<file path="config.mk">
export PLATFORM = sky130hd
export DESIGN_NAME = mul_core_flat
export DESIGN_NICKNAME = d
export VERILOG_FILES = /design/src/rtl/mul_core_if.sv /design/src/rtl/mul_core.sv /design/src/flat_wrapper.sv
export SDC_FILE = /design/constraint.sdc
export NUM_CORES = 2
export LEC_CHECK = 0
export CAP_MARGIN = 20
export CORE_MARGIN = 8
export CORE_UTILIZATION = 55
export CTS_BUF_LIST = sky130_fd_sc_hd__clkbuf_2 sky130_fd_sc_hd__clkbuf_4 sky130_fd_sc_hd__clkbuf_8
export DETAILED_ROUTE_END_ITERATION = 12
export PLACE_DENSITY = 0.83
export SLEW_MARGIN = 15
export SYNTH_ARGS = -nofsm -noshare
export SYNTH_HDL_FRONTEND = slang
export SYNTH_SLANG_ARGS = --single-unit
</file>
<file path="constraint.sdc">
create_clock -name clk -period 4.89 [get_ports clk]
set_input_delay 0.978 -clock clk [delete_from_list [all_inputs] [get_ports clk]]
set_output_delay 0.978 -clock clk [all_outputs]
set_load 0.005 [all_outputs]
</file>
<file path="src/rtl/mul_core_if.sv">
`default_nettype none
// ============================================================================
// Module      : mul_core_if
// Description : Bus-slave to multiplier-core operand/result interface.
// Revision    : 1.0 - initial release
// ============================================================================
interface mul_core_if #(
    parameter int ADDR_W = 4
);
    logic              opstart;
    logic              opclear;
    logic              cand_we;
    logic              lier_we;
    logic [31:0]       multiplicand;
    logic [31:0]       multiplier;
    logic [ADDR_W-1:0] rAddr;
    logic [31:0]       result;
    logic              opdone;

    modport master (
        output opstart, opclear, cand_we, lier_we, multiplicand, multiplier, rAddr,
        input  result, opdone
    );

    modport slave (
        input  opstart, opclear, cand_we, lier_we, multiplicand, multiplier, rAddr,
        output result, opdone
    );
endinterface
`default_nettype wire

</file>
<file path="src/rtl/mul_core.sv">
`default_nettype none
// ============================================================================
// Module      : mul_core
// Description : Signed 32x32 Booth multiplier with operand FIFOs and a result
//               buffer. Define MUL_RADIX4_EN for radix-4 Booth (16 steps).
// Revision    : 1.0 - initial release
// ============================================================================
module mul_core #(
    parameter int FIFO_DEPTH = 8,
    parameter int RBUF_WORDS = 16
) (
    input  wire logic  clk,
    input  wire logic  reset_n,
    mul_core_if.slave  bus
);
    localparam int c_PTR_W   = $clog2(FIFO_DEPTH);
    localparam int c_CNT_W   = c_PTR_W + 1;
    localparam int c_WADDR_W = $clog2(RBUF_WORDS);
    localparam logic [c_CNT_W-1:0] c_FULL = c_CNT_W'(FIFO_DEPTH);
`ifdef MUL_RADIX4_EN
    localparam logic [4:0] c_LAST_STEP = 5'd15;
`else
    localparam logic [4:0] c_LAST_STEP = 5'd31;
`endif

    typedef enum logic [2:0] {
        S_IDLE  = 3'd0,
        S_LOAD  = 3'd1,
        S_EXEC  = 3'd2,
        S_WRITE = 3'd3,
        S_DONE  = 3'd4
    } state_t;

    state_t               r_state;
    state_t               w_state_next;

    logic [31:0]          r_cand_mem [FIFO_DEPTH];
    logic [31:0]          r_lier_mem [FIFO_DEPTH];
    logic [c_PTR_W-1:0]   r_cand_wp, r_cand_rp, r_lier_wp, r_lier_rp;
    logic [c_CNT_W-1:0]   r_cand_cnt, r_lier_cnt;
    logic [31:0]          r_rbuf [RBUF_WORDS];
    logic [c_WADDR_W-1:0] r_wptr;
    logic [64:0]          r_acc;
    logic [31:0]          r_a;
    logic [4:0]           r_step;

    logic                 w_cand_push, w_lier_push, w_pop, w_pairs_avail;
    logic [c_WADDR_W-1:0] w_wptr_hi, w_wptr_inc;
    logic [64:0]          w_acc_step;

    assign w_cand_push   = bus.cand_we && (r_cand_cnt != c_FULL);
    assign w_lier_push   = bus.lier_we && (r_lier_cnt != c_FULL);
    assign w_pop         = (r_state == S_LOAD);
    assign w_pairs_avail = (r_cand_cnt != '0) && (r_lier_cnt != '0);
    assign w_wptr_hi     = r_wptr + c_WADDR_W'(1);
    assign w_wptr_inc    = r_wptr + c_WADDR_W'(2);

    // One Booth step: add the recoded multiple of A into the sign-extended
    // upper half, then shift the whole accumulator arithmetically.
`ifdef MUL_RADIX4_EN
    logic [33:0] w_upper, w_a1, w_a2, w_sum;
    always_comb begin
        w_upper = {{2{r_acc[64]}}, r_acc[64:33]};
        w_a1    = {{2{r_a[31]}}, r_a};
        w_a2    = {r_a[31], r_a, 1'b0};
        w_sum   = w_upper;
        case (r_acc[2:0])
            3'b001, 3'b010: w_sum = w_upper + w_a1;
            3'b011:         w_sum = w_upper + w_a2;
            3'b100:         w_sum = w_upper - w_a2;
            3'b101, 3'b110: w_sum = w_upper - w_a1;
            default:        w_sum = w_upper;
        endcase
        w_acc_step = {w_sum, r_acc[32:2]};
    end
`else
    logic [32:0] w_upper, w_a1, w_sum;
    always_comb begin
        w_upper = {r_acc[64], r_acc[64:33]};
        w_a1    = {r_a[31], r_a};
        w_sum   = w_upper;
        case (r_acc[1:0])
            2'b01:   w_sum = w_upper + w_a1;
            2'b10:   w_sum = w_upper - w_a1;
            default: w_sum = w_upper;
        endcase
        w_acc_step = {w_sum, r_acc[32:1]};
    end
`endif

    always_comb begin
        w_state_next = r_state;
        case (r_state)
            S_IDLE:  if (bus.opstart) w_state_next = w_pairs_avail ? S_LOAD : S_DONE;
            S_LOAD:  w_state_next = S_EXEC;
            S_EXEC:  if (r_step == c_LAST_STEP) w_state_next = S_WRITE;
            S_WRITE: w_state_next = (w_pairs_avail && (w_wptr_inc != '0)) ? S_LOAD : S_DONE;
            S_DONE:  w_state_next = S_DONE;
            default: w_state_next = S_IDLE;
        endcase
    end

    always_ff @(posedge clk or negedge reset_n) begin
        if (!reset_n)
            r_state <= S_IDLE;
        else if (bus.opclear)
            r_state <= S_IDLE;
        else
            r_state <= w_state_next;
    end

    // FIFO storage needs no reset; pointers and counts define validity.
    always_ff @(posedge clk) begin
        if (w_cand_push && !bus.opclear) r_cand_mem[r_cand_wp] <= bus.multiplicand;
        if (w_lier_push && !bus.opclear) r_lier_mem[r_lier_wp] <= bus.multiplier;
    end

    always_ff @(posedge clk or negedge reset_n) begin
        if (!reset_n) begin
            r_cand_wp  <= '0;
            r_cand_rp  <= '0;
            r_lier_wp  <= '0;
            r_lier_rp  <= '0;
            r_cand_cnt <= '0;
            r_lier_cnt <= '0;
            r_wptr     <= '0;
            r_acc      <= '0;
            r_a        <= '0;
            r_step     <= '0;
            for (int i = 0; i < RBUF_WORDS; i++) r_rbuf[i] <= '0;
        end else if (bus.opclear) begin
            r_cand_wp  <= '0;
            r_cand_rp  <= '0;
            r_lier_wp  <= '0;
            r_lier_rp  <= '0;
            r_cand_cnt <= '0;
            r_lier_cnt <= '0;
            r_wptr     <= '0;
            for (int i = 0; i < RBUF_WORDS; i++) r_rbuf[i] <= '0;
        end else begin
            if (w_cand_push) r_cand_wp <= r_cand_wp + c_PTR_W'(1);
            if (w_lier_push) r_lier_wp <= r_lier_wp + c_PTR_W'(1);
            if (w_pop) begin
                r_cand_rp <= r_cand_rp + c_PTR_W'(1);
                r_lier_rp <= r_lier_rp + c_PTR_W'(1);
            end
            case ({w_cand_push, w_pop})
                2'b10:   r_cand_cnt <= r_cand_cnt + c_CNT_W'(1);
                2'b01:   r_cand_cnt <= r_cand_cnt - c_CNT_W'(1);
                default: r_cand_cnt <= r_cand_cnt;
            endcase
            case ({w_lier_push, w_pop})
                2'b10:   r_lier_cnt <= r_lier_cnt + c_CNT_W'(1);
                2'b01:   r_lier_cnt <= r_lier_cnt - c_CNT_W'(1);
                default: r_lier_cnt <= r_lier_cnt;
            endcase

            case (r_state)
                S_LOAD: begin
                    r_a    <= r_cand_mem[r_cand_rp];
                    r_acc  <= {32'b0, r_lier_mem[r_lier_rp], 1'b0};
                    r_step <= '0;
                end
                S_EXEC: begin
                    r_acc  <= w_acc_step;
                    r_step <= r_step + 5'd1;
                end
                S_WRITE: begin
                    r_rbuf[r_wptr]    <= r_acc[32:1];
                    r_rbuf[w_wptr_hi] <= r_acc[64:33];
                    r_wptr            <= w_wptr_inc;
                end
                default: ;
            endcase
        end
    end

    assign bus.result = r_rbuf[bus.rAddr];
    assign bus.opdone = (r_state == S_DONE);
endmodule
`default_nettype wire

</file>
<file path="src/flat_wrapper.sv">
// flat-port wrapper written by rule: the top's interface ports become plain ports
module mul_core_flat 
#(
    parameter int FIFO_DEPTH = 8,
    parameter int RBUF_WORDS = 16
)
  (clk, reset_n, bus_opstart, bus_opclear, bus_cand_we, bus_lier_we, bus_multiplicand, bus_multiplier, bus_rAddr, bus_result, bus_opdone);
  mul_core_if bus_i ();
  input  wire logic clk;
  input  wire logic reset_n;
  input wire logic [$bits(bus_i.opstart)-1:0] bus_opstart;
  input wire logic [$bits(bus_i.opclear)-1:0] bus_opclear;
  input wire logic [$bits(bus_i.cand_we)-1:0] bus_cand_we;
  input wire logic [$bits(bus_i.lier_we)-1:0] bus_lier_we;
  input wire logic [$bits(bus_i.multiplicand)-1:0] bus_multiplicand;
  input wire logic [$bits(bus_i.multiplier)-1:0] bus_multiplier;
  input wire logic [$bits(bus_i.rAddr)-1:0] bus_rAddr;
  output wire logic [$bits(bus_i.result)-1:0] bus_result;
  output wire logic [$bits(bus_i.opdone)-1:0] bus_opdone;
  assign bus_i.opstart = bus_opstart;
  assign bus_i.opclear = bus_opclear;
  assign bus_i.cand_we = bus_cand_we;
  assign bus_i.lier_we = bus_lier_we;
  assign bus_i.multiplicand = bus_multiplicand;
  assign bus_i.multiplier = bus_multiplier;
  assign bus_i.rAddr = bus_rAddr;
  assign bus_result = bus_i.result;
  assign bus_opdone = bus_i.opdone;
  mul_core #(.FIFO_DEPTH(FIFO_DEPTH), .RBUF_WORDS(RBUF_WORDS)) u_core (.clk(clk), .reset_n(reset_n), .bus(bus_i));
endmodule
</file>
Word level (Yosys, flattened, before mapping):

Memories as Yosys holds them, arrays and structs flattened. A register that Yosys moved wholly into a read port is not among the register bits.
Index checks and enable logic that the tools add are counted.

* bitwise gates (word level): 4
* reduce and logical (&&, ||, !) cells: 25
* equality and inequality tests: 16
* add/sub/neg operators: 13
* magnitude comparators: 5
* mux-type cells: 38

Operator list (count)
* 512-bit bitwise mux: 2
* 512-bit two-way mux: 2
* 32-bit demux with 4-bit select: 2
* 65-bit case mux with 2 select lines: 1
* 32-bit binary-select mux with 4-bit select: 1
* 32-bit two-way mux: 4
* 33-bit case mux with 2 select lines: 1
* 3-bit two-way mux: 13
* 32-bit by 32-bit adder with 33-bit output: 1
* 32-bit by 32-bit subtractor with 33-bit output: 1
* 4-bit two-way mux: 4
* 4-bit case mux with 2 select lines: 2
* 5-bit >= comparator, second input constant: 3
* 4-bit inverter with 5-bit output: 3
* 3-bit case mux with 5 select lines: 1
* 3-bit by 1-bit adder with 3-bit output, second input constant: 4
* 4-bit by 1-bit adder with 4-bit output, second input constant: 3
* 4-bit nonzero test: 3
* 5-bit by 1-bit < comparator with 1-bit output, second input constant: 2
* 5-bit case mux with 2 select lines: 1
* 2-bit nonzero test: 5
* 1-bit logical AND: 8
* 4-bit inequality test, second input constant: 2
* 4-bit by 1-bit subtractor with 4-bit output, second input constant: 2
* other kinds (17): 30

* logic and storage cells: 130
* memories: 2
* input port bits: 74
* bits in registers: 609
* RAM bits: 512

Memory list
* u_core.r_cand_mem: words 8, width 32, rd ports 1, clocked after Yosys merged registers in 1, write ports 1, RTL line mul_core.sv:37 `logic [31:0] r_cand_mem [FIFO_DEPTH];`
* u_core.r_lier_mem: words 8, width 32, rd ports 1, clocked after Yosys merged registers in 0, write ports 1, RTL line mul_core.sv:38 `logic [31:0] r_lier_mem [FIFO_DEPTH];`

Logic depth before layout (Yosys ltp):

* depth in word-level cells: 9
* gate-level depth with buffers: 18
* gate-level depth less buffers: 18

Least setup slack after synthesis:

OpenSTA, ideal clock, no wires.

* path kind: in2reg
* from: in bus_opclear
* to: mem u_core.r_lier_mem[0][0] (enable)
* data arrival time: 3.787 ns
* setup time: 0.461 ns
* setup slack: 0.641 ns
* data required time: 4.429 ns
* cell stages on the path: 3
* cell sequence: clkbuf_1 or3_1 nor3_1

* longest elaborated chain between the ends: 4

RTL lines
* from (decl): RTL line flat_wrapper.sv:12 `input wire logic [$bits(bus_i.opclear)-1:0] bus_opclear;`
* 1-bit zero test: RTL line mul_core.sv:115 `if (w_lier_push && !bus.opclear) r_lier_mem[r_lier_wp] <= bus.multiplier;`
* 1-bit logical AND: RTL line mul_core.sv:115
* 1-bit two-way mux: RTL line mul_core.sv:115
* 1-bit two-way mux (not written as such): RTL line mul_core.sv:115
* to (decl): RTL line mul_core.sv:38

No other way between the ends.

Final worst setup path:

* from: reg u_core.r_a[0], read port of u_core.r_cand_mem
* to: reg u_core.r_acc[62]

* longest elaborated chain between the ends: 3
* elaborated cells between the ends (all ways): 4

RTL lines
* from (decl): RTL line mul_core.sv:44 `logic [31:0] r_a;`
* 32-bit by 32-bit subtractor with 33-bit output or 32-bit by 32-bit adder with 33-bit output (tied branches): RTL line mul_core.sv:84, mul_core.sv:83
* 33-bit case mux with 2 select lines (*): RTL line mul_core.sv:82 `case (r_acc[1:0])`
* 65-bit case mux with 2 select lines (*): RTL line mul_core.sv:158 `case (r_state)`
* to (signal assigned): RTL line mul_core.sv:161 `r_acc <= {32'b0, r_lier_mem[r_lier_rp], 1'b0};`
* to (signal assigned): RTL line mul_core.sv:165 `r_acc <= w_acc_step;`
* to (decl): RTL line mul_core.sv:43 `logic [64:0] r_acc;`

Mark *: on every way between the ends. The rest lies on a longest branch, timed or not.
A chain may end at the register's enable or synchronous reset.

==> flow_metrics.env <==
export IMPL_post_drt_wl_per_cell_microns=22.7
export IMPL_wl_met1_microns=48200
export IMPL_dieWidth_microns=321
export IMPL_clock_fmax_mhz=225
export IMPL_synth_seq_area_share_pct=61.4
export IMPL_setup_viol=0
export IMPL_clk_latency_ns=0.85
export IMPL_max_slew_margin_pct=16.5
export IMPL_cts_buffers=180
export IMPL_multi_input_area_sq_mm=0.0185
export IMPL_ys_top_cells_by_count="1118 x nand2_1, 640 x dfrtp_1, 595 x a21oi_1, 512 x edfxtp_1, 289 x clkbuf_1"
export IMPL_p_per_area_mw_per_mm2=438
export IMPL_synth_top_area_share_pct=31.3
export IMPL_grt_max_degree=256
export IMPL_die_h_microns=321
export IMPL_switchingPower_uw=7900
export IMPL_crit_start="u_core.r_a[0]"
export IMPL_critPathCaptureType="register"
export IMPL_cts_root_buf="clkbuf_8"
export IMPL_drcViolationCount=0
export IMPL_cts_hold_buffers=0
export IMPL_ir_drop_mv=0.292
export IMPL_ys_top_cells_by_area="dfrtp_1 31%, edfxtp_1 30%, mux4_2 13%, nand2_1 8.2%, a21oi_1 5.8%"
export IMPL_period_share_pct=91.1
export IMPL_regArea_sq_mm=0.0314
export IMPL_rows=112
export IMPL_critical_path_class="register to register"
export IMPL_switching_share_pct=31.5
export IMPL_ys_ff_latch=1152
export IMPL_cts_setup_buffers=0
export IMPL_dr_wl_met3_microns=13400
export IMPL_power_share_combinational_pct=19.0
export IMPL_synth_edff_count=512
export IMPL_start_util_pct=55.2
export IMPL_dieArea_sq_mm=0.103
export IMPL_finalMaxSlewViolations=0
export IMPL_nNetsFinal=4332
export IMPL_rsz0062_at_grt="false"
export IMPL_grt_usage_pct=24.5
export IMPL_maxCapViolations=0
export IMPL_p_int_uw=17200
export IMPL_crit_required_ns=5.55
export IMPL_cts_tree="yes"
export IMPL_hpwl_microns=76000
export IMPL_gp_congestion=0.897
export IMPL_regToRegSetupSlack_ns=0.44
export IMPL_reg2reg_depth=18
export IMPL_cp_max_fo=4
export IMPL_ys_types=75
export IMPL_drt_iter0_markers=4086
export IMPL_status="complete, no violations"
export IMPL_fin_worst_skew_ns=0.0484
export IMPL_syn_area_per_cell_sq_um=12.2
export IMPL_cts_resized=0
export IMPL_vias_per_cell=6.16
export IMPL_p_clk_share_pct=33.2
export IMPL_worst_slew_pin_slew_ns=1.25
export IMPL_grt_pass1_wl_microns=199000
export IMPL_io_buffers=106
export IMPL_finalCriticalPeriod_ns=4.45
export IMPL_top_layer="met5"
export IMPL_start_kind="register"
export IMPL_firstDrtPassIters=8
export IMPL_worstHoldPathType="input pin to asynchronous set/reset pin"
export IMPL_power_uw=25100
export IMPL_hold_ws_ns=0.186
export IMPL_ios=107
export IMPL_overflow=0
export IMPL_yosysTopAreaCell="dfrtp_1"
export IMPL_sequentialPowerShare_pct=47.8
export IMPL_layout_drive_gt1_share_pct=17.0
export IMPL_path_clk_slew_ns=0.06
export IMPL_yosysMostFrequentCell="nand2_1"
export IMPL_clk_path_buf_depth=3
export IMPL_syn2layout_area_growth_pct=11.8
export IMPL_cts_sinks=1152
export IMPL_wl_met2_microns=61700
export IMPL_synth_flop_cell="dfrtp_1"
export IMPL_htree_levels=4
export IMPL_arrival_ns=5.11
export IMPL_async_flop_share_pct=55.6
export IMPL_antenna_found_initial=15
export IMPL_netlist_instances=4190
export IMPL_drt_wl_total_microns=128000
export IMPL_core_area_sq_mm=0.0928
export IMPL_synth_net_count=4313
export IMPL_tns_ns=0
export IMPL_postRouteAntennaNets=0
export IMPL_final_hold_violation_count=0
export IMPL_syn_cell_area_sq_mm=0.0512
export IMPL_vias=34600
export IMPL_synth_yosys_warnings=0
export IMPL_fillCellCount=6678
export IMPL_grt_pass1_vias=35400
export IMPL_p_leak_uw=0.0211
export IMPL_r2r_end="u_core.r_acc[62]"
export IMPL_rr_startpoint="u_core.r_a[0]"
[how the worst max path moves through the flow]
stage	end	slack (ns)	cells past startpoint
6_report	u_core.r_acc[62]	0.44	18
5_1_grt	u_core.r_acc[62]	0.14	18
4_1_cts	u_core.r_acc[62]	0.49	17
3_5_place_dp	bus_result[23]	0.55	5
3_3_place_gp	u_core.r_acc[62]	0.62	17
2_1_floorplan	u_core.r_lier_mem[0][0]	0.64	3
[routing by layer]
metal,vias to the layer above,GRT usage (%)
met5,-,0
met1,17500,32.0
met3,313,6.74
met4,14,9.68
met2,1814,39.4
li1,15000,-
[logic make-up (layout without fill, tap and decap cells)]
kind of cell,count (synthesis),in the layout,share of synthesized area [%]
AND/OR/NAND/NOR,1371,1371,10.6
XOR/XNOR,74,74,1.27
AO/OA/AOI/OAI,811,811,8.52
buffers and inverters,375,540,2.93
multiplexers,358,358,14.1
other,0,8,0
flip-flops,1152,1152,61.4
adder cells (fa/ha/maj),49,49,1.24
[critical path, stage by stage, from the launching register on]
cell and delay (ns):
dfrtp_1 0.42, inv_1 0.09, ha_1 0.20, nand2_1 0.09, nor3_1 0.38, nand2_1 0.13, nor4_1 0.40, a21oi_1 0.17
xnor2_1 0.17, ha_1 0.22, a21oi_1 0.20, o21a_1 0.20, or2b_1 0.24, a311o_1 0.30, and3_1 0.17, or3_4 0.38
a221oi_2 0.28, xor2_1 0.17, o21ai_1 0.07
[flip-flops by register name (all words and copies together) (netlist names)]
register / count
u_core.r_a: 32
u_core.r_state: 3
u_core.r_cand_cnt: 4
u_core.r_lier_rp: 3
u_core.r_lier_cnt: 4
u_core.r_acc: 65
u_core.r_lier_mem: 256
u_core.r_rbuf: 512
u_core.r_wptr: 3
u_core.r_cand_wp: 3
u_core.r_step: 5
u_core.r_cand_mem: 256
u_core.r_lier_wp: 3
u_core.r_cand_rp: 3
[power by group through the flow]
stage	logic [uW]	registers, uW	clock network [uW]
finish	4760	12000	8330
global route	5270	12000	8850
CTS	4710	11900	8420
detailed placement	4670	12100	0
global placement	4540	12000	0
floorplan	4300	11000	0
[final cells by class]
cell class	count	share of cell area, %
timing repair buffer	184	3.25
antenna	8	0.0350
clock buffer	284	5.95
inverter	28	0.184
tap	1254	2.74
sequential	1152	54.9
clock inverter	44	0.595
multi-input combinational	2663	32.3
[layout by cell type (no fill, tap or decap), types with 19 or more instances in the layout]
master,instances
clkdlybuf4s50_1,100
inv_1,27
o21ai_0,114
nor2_1,126
edfxtp_1,512
mux4_2,288
dfrtp_1,634
mux2i_1,67
a21oi_1,595
clkbuf_8,204
nand2_1,1117
ha_1,46
clkinv_1,19
xor2_1,28
clkbuf_4,81
a22oi_1,27
buf_4,62
xnor2_1,46
[metrics by stage]
step | util (%) | cell area (sq um) | setup WS, ns | instances
finish | 61.6 | 57200 | 0.437 | 5617
global route | 61.6 | 57200 | 0.141 | 5612
CTS | 61.6 | 57100 | 0.489 | 5608
detailed placement | 57.6 | 53400 | 0.545 | 5280
global placement | 57.6 | 53400 | 0.616 | 5280
floorplan | - | 51200 | 0.641 | 4190
Note: power is estimated with default switching activity, not from simulation.
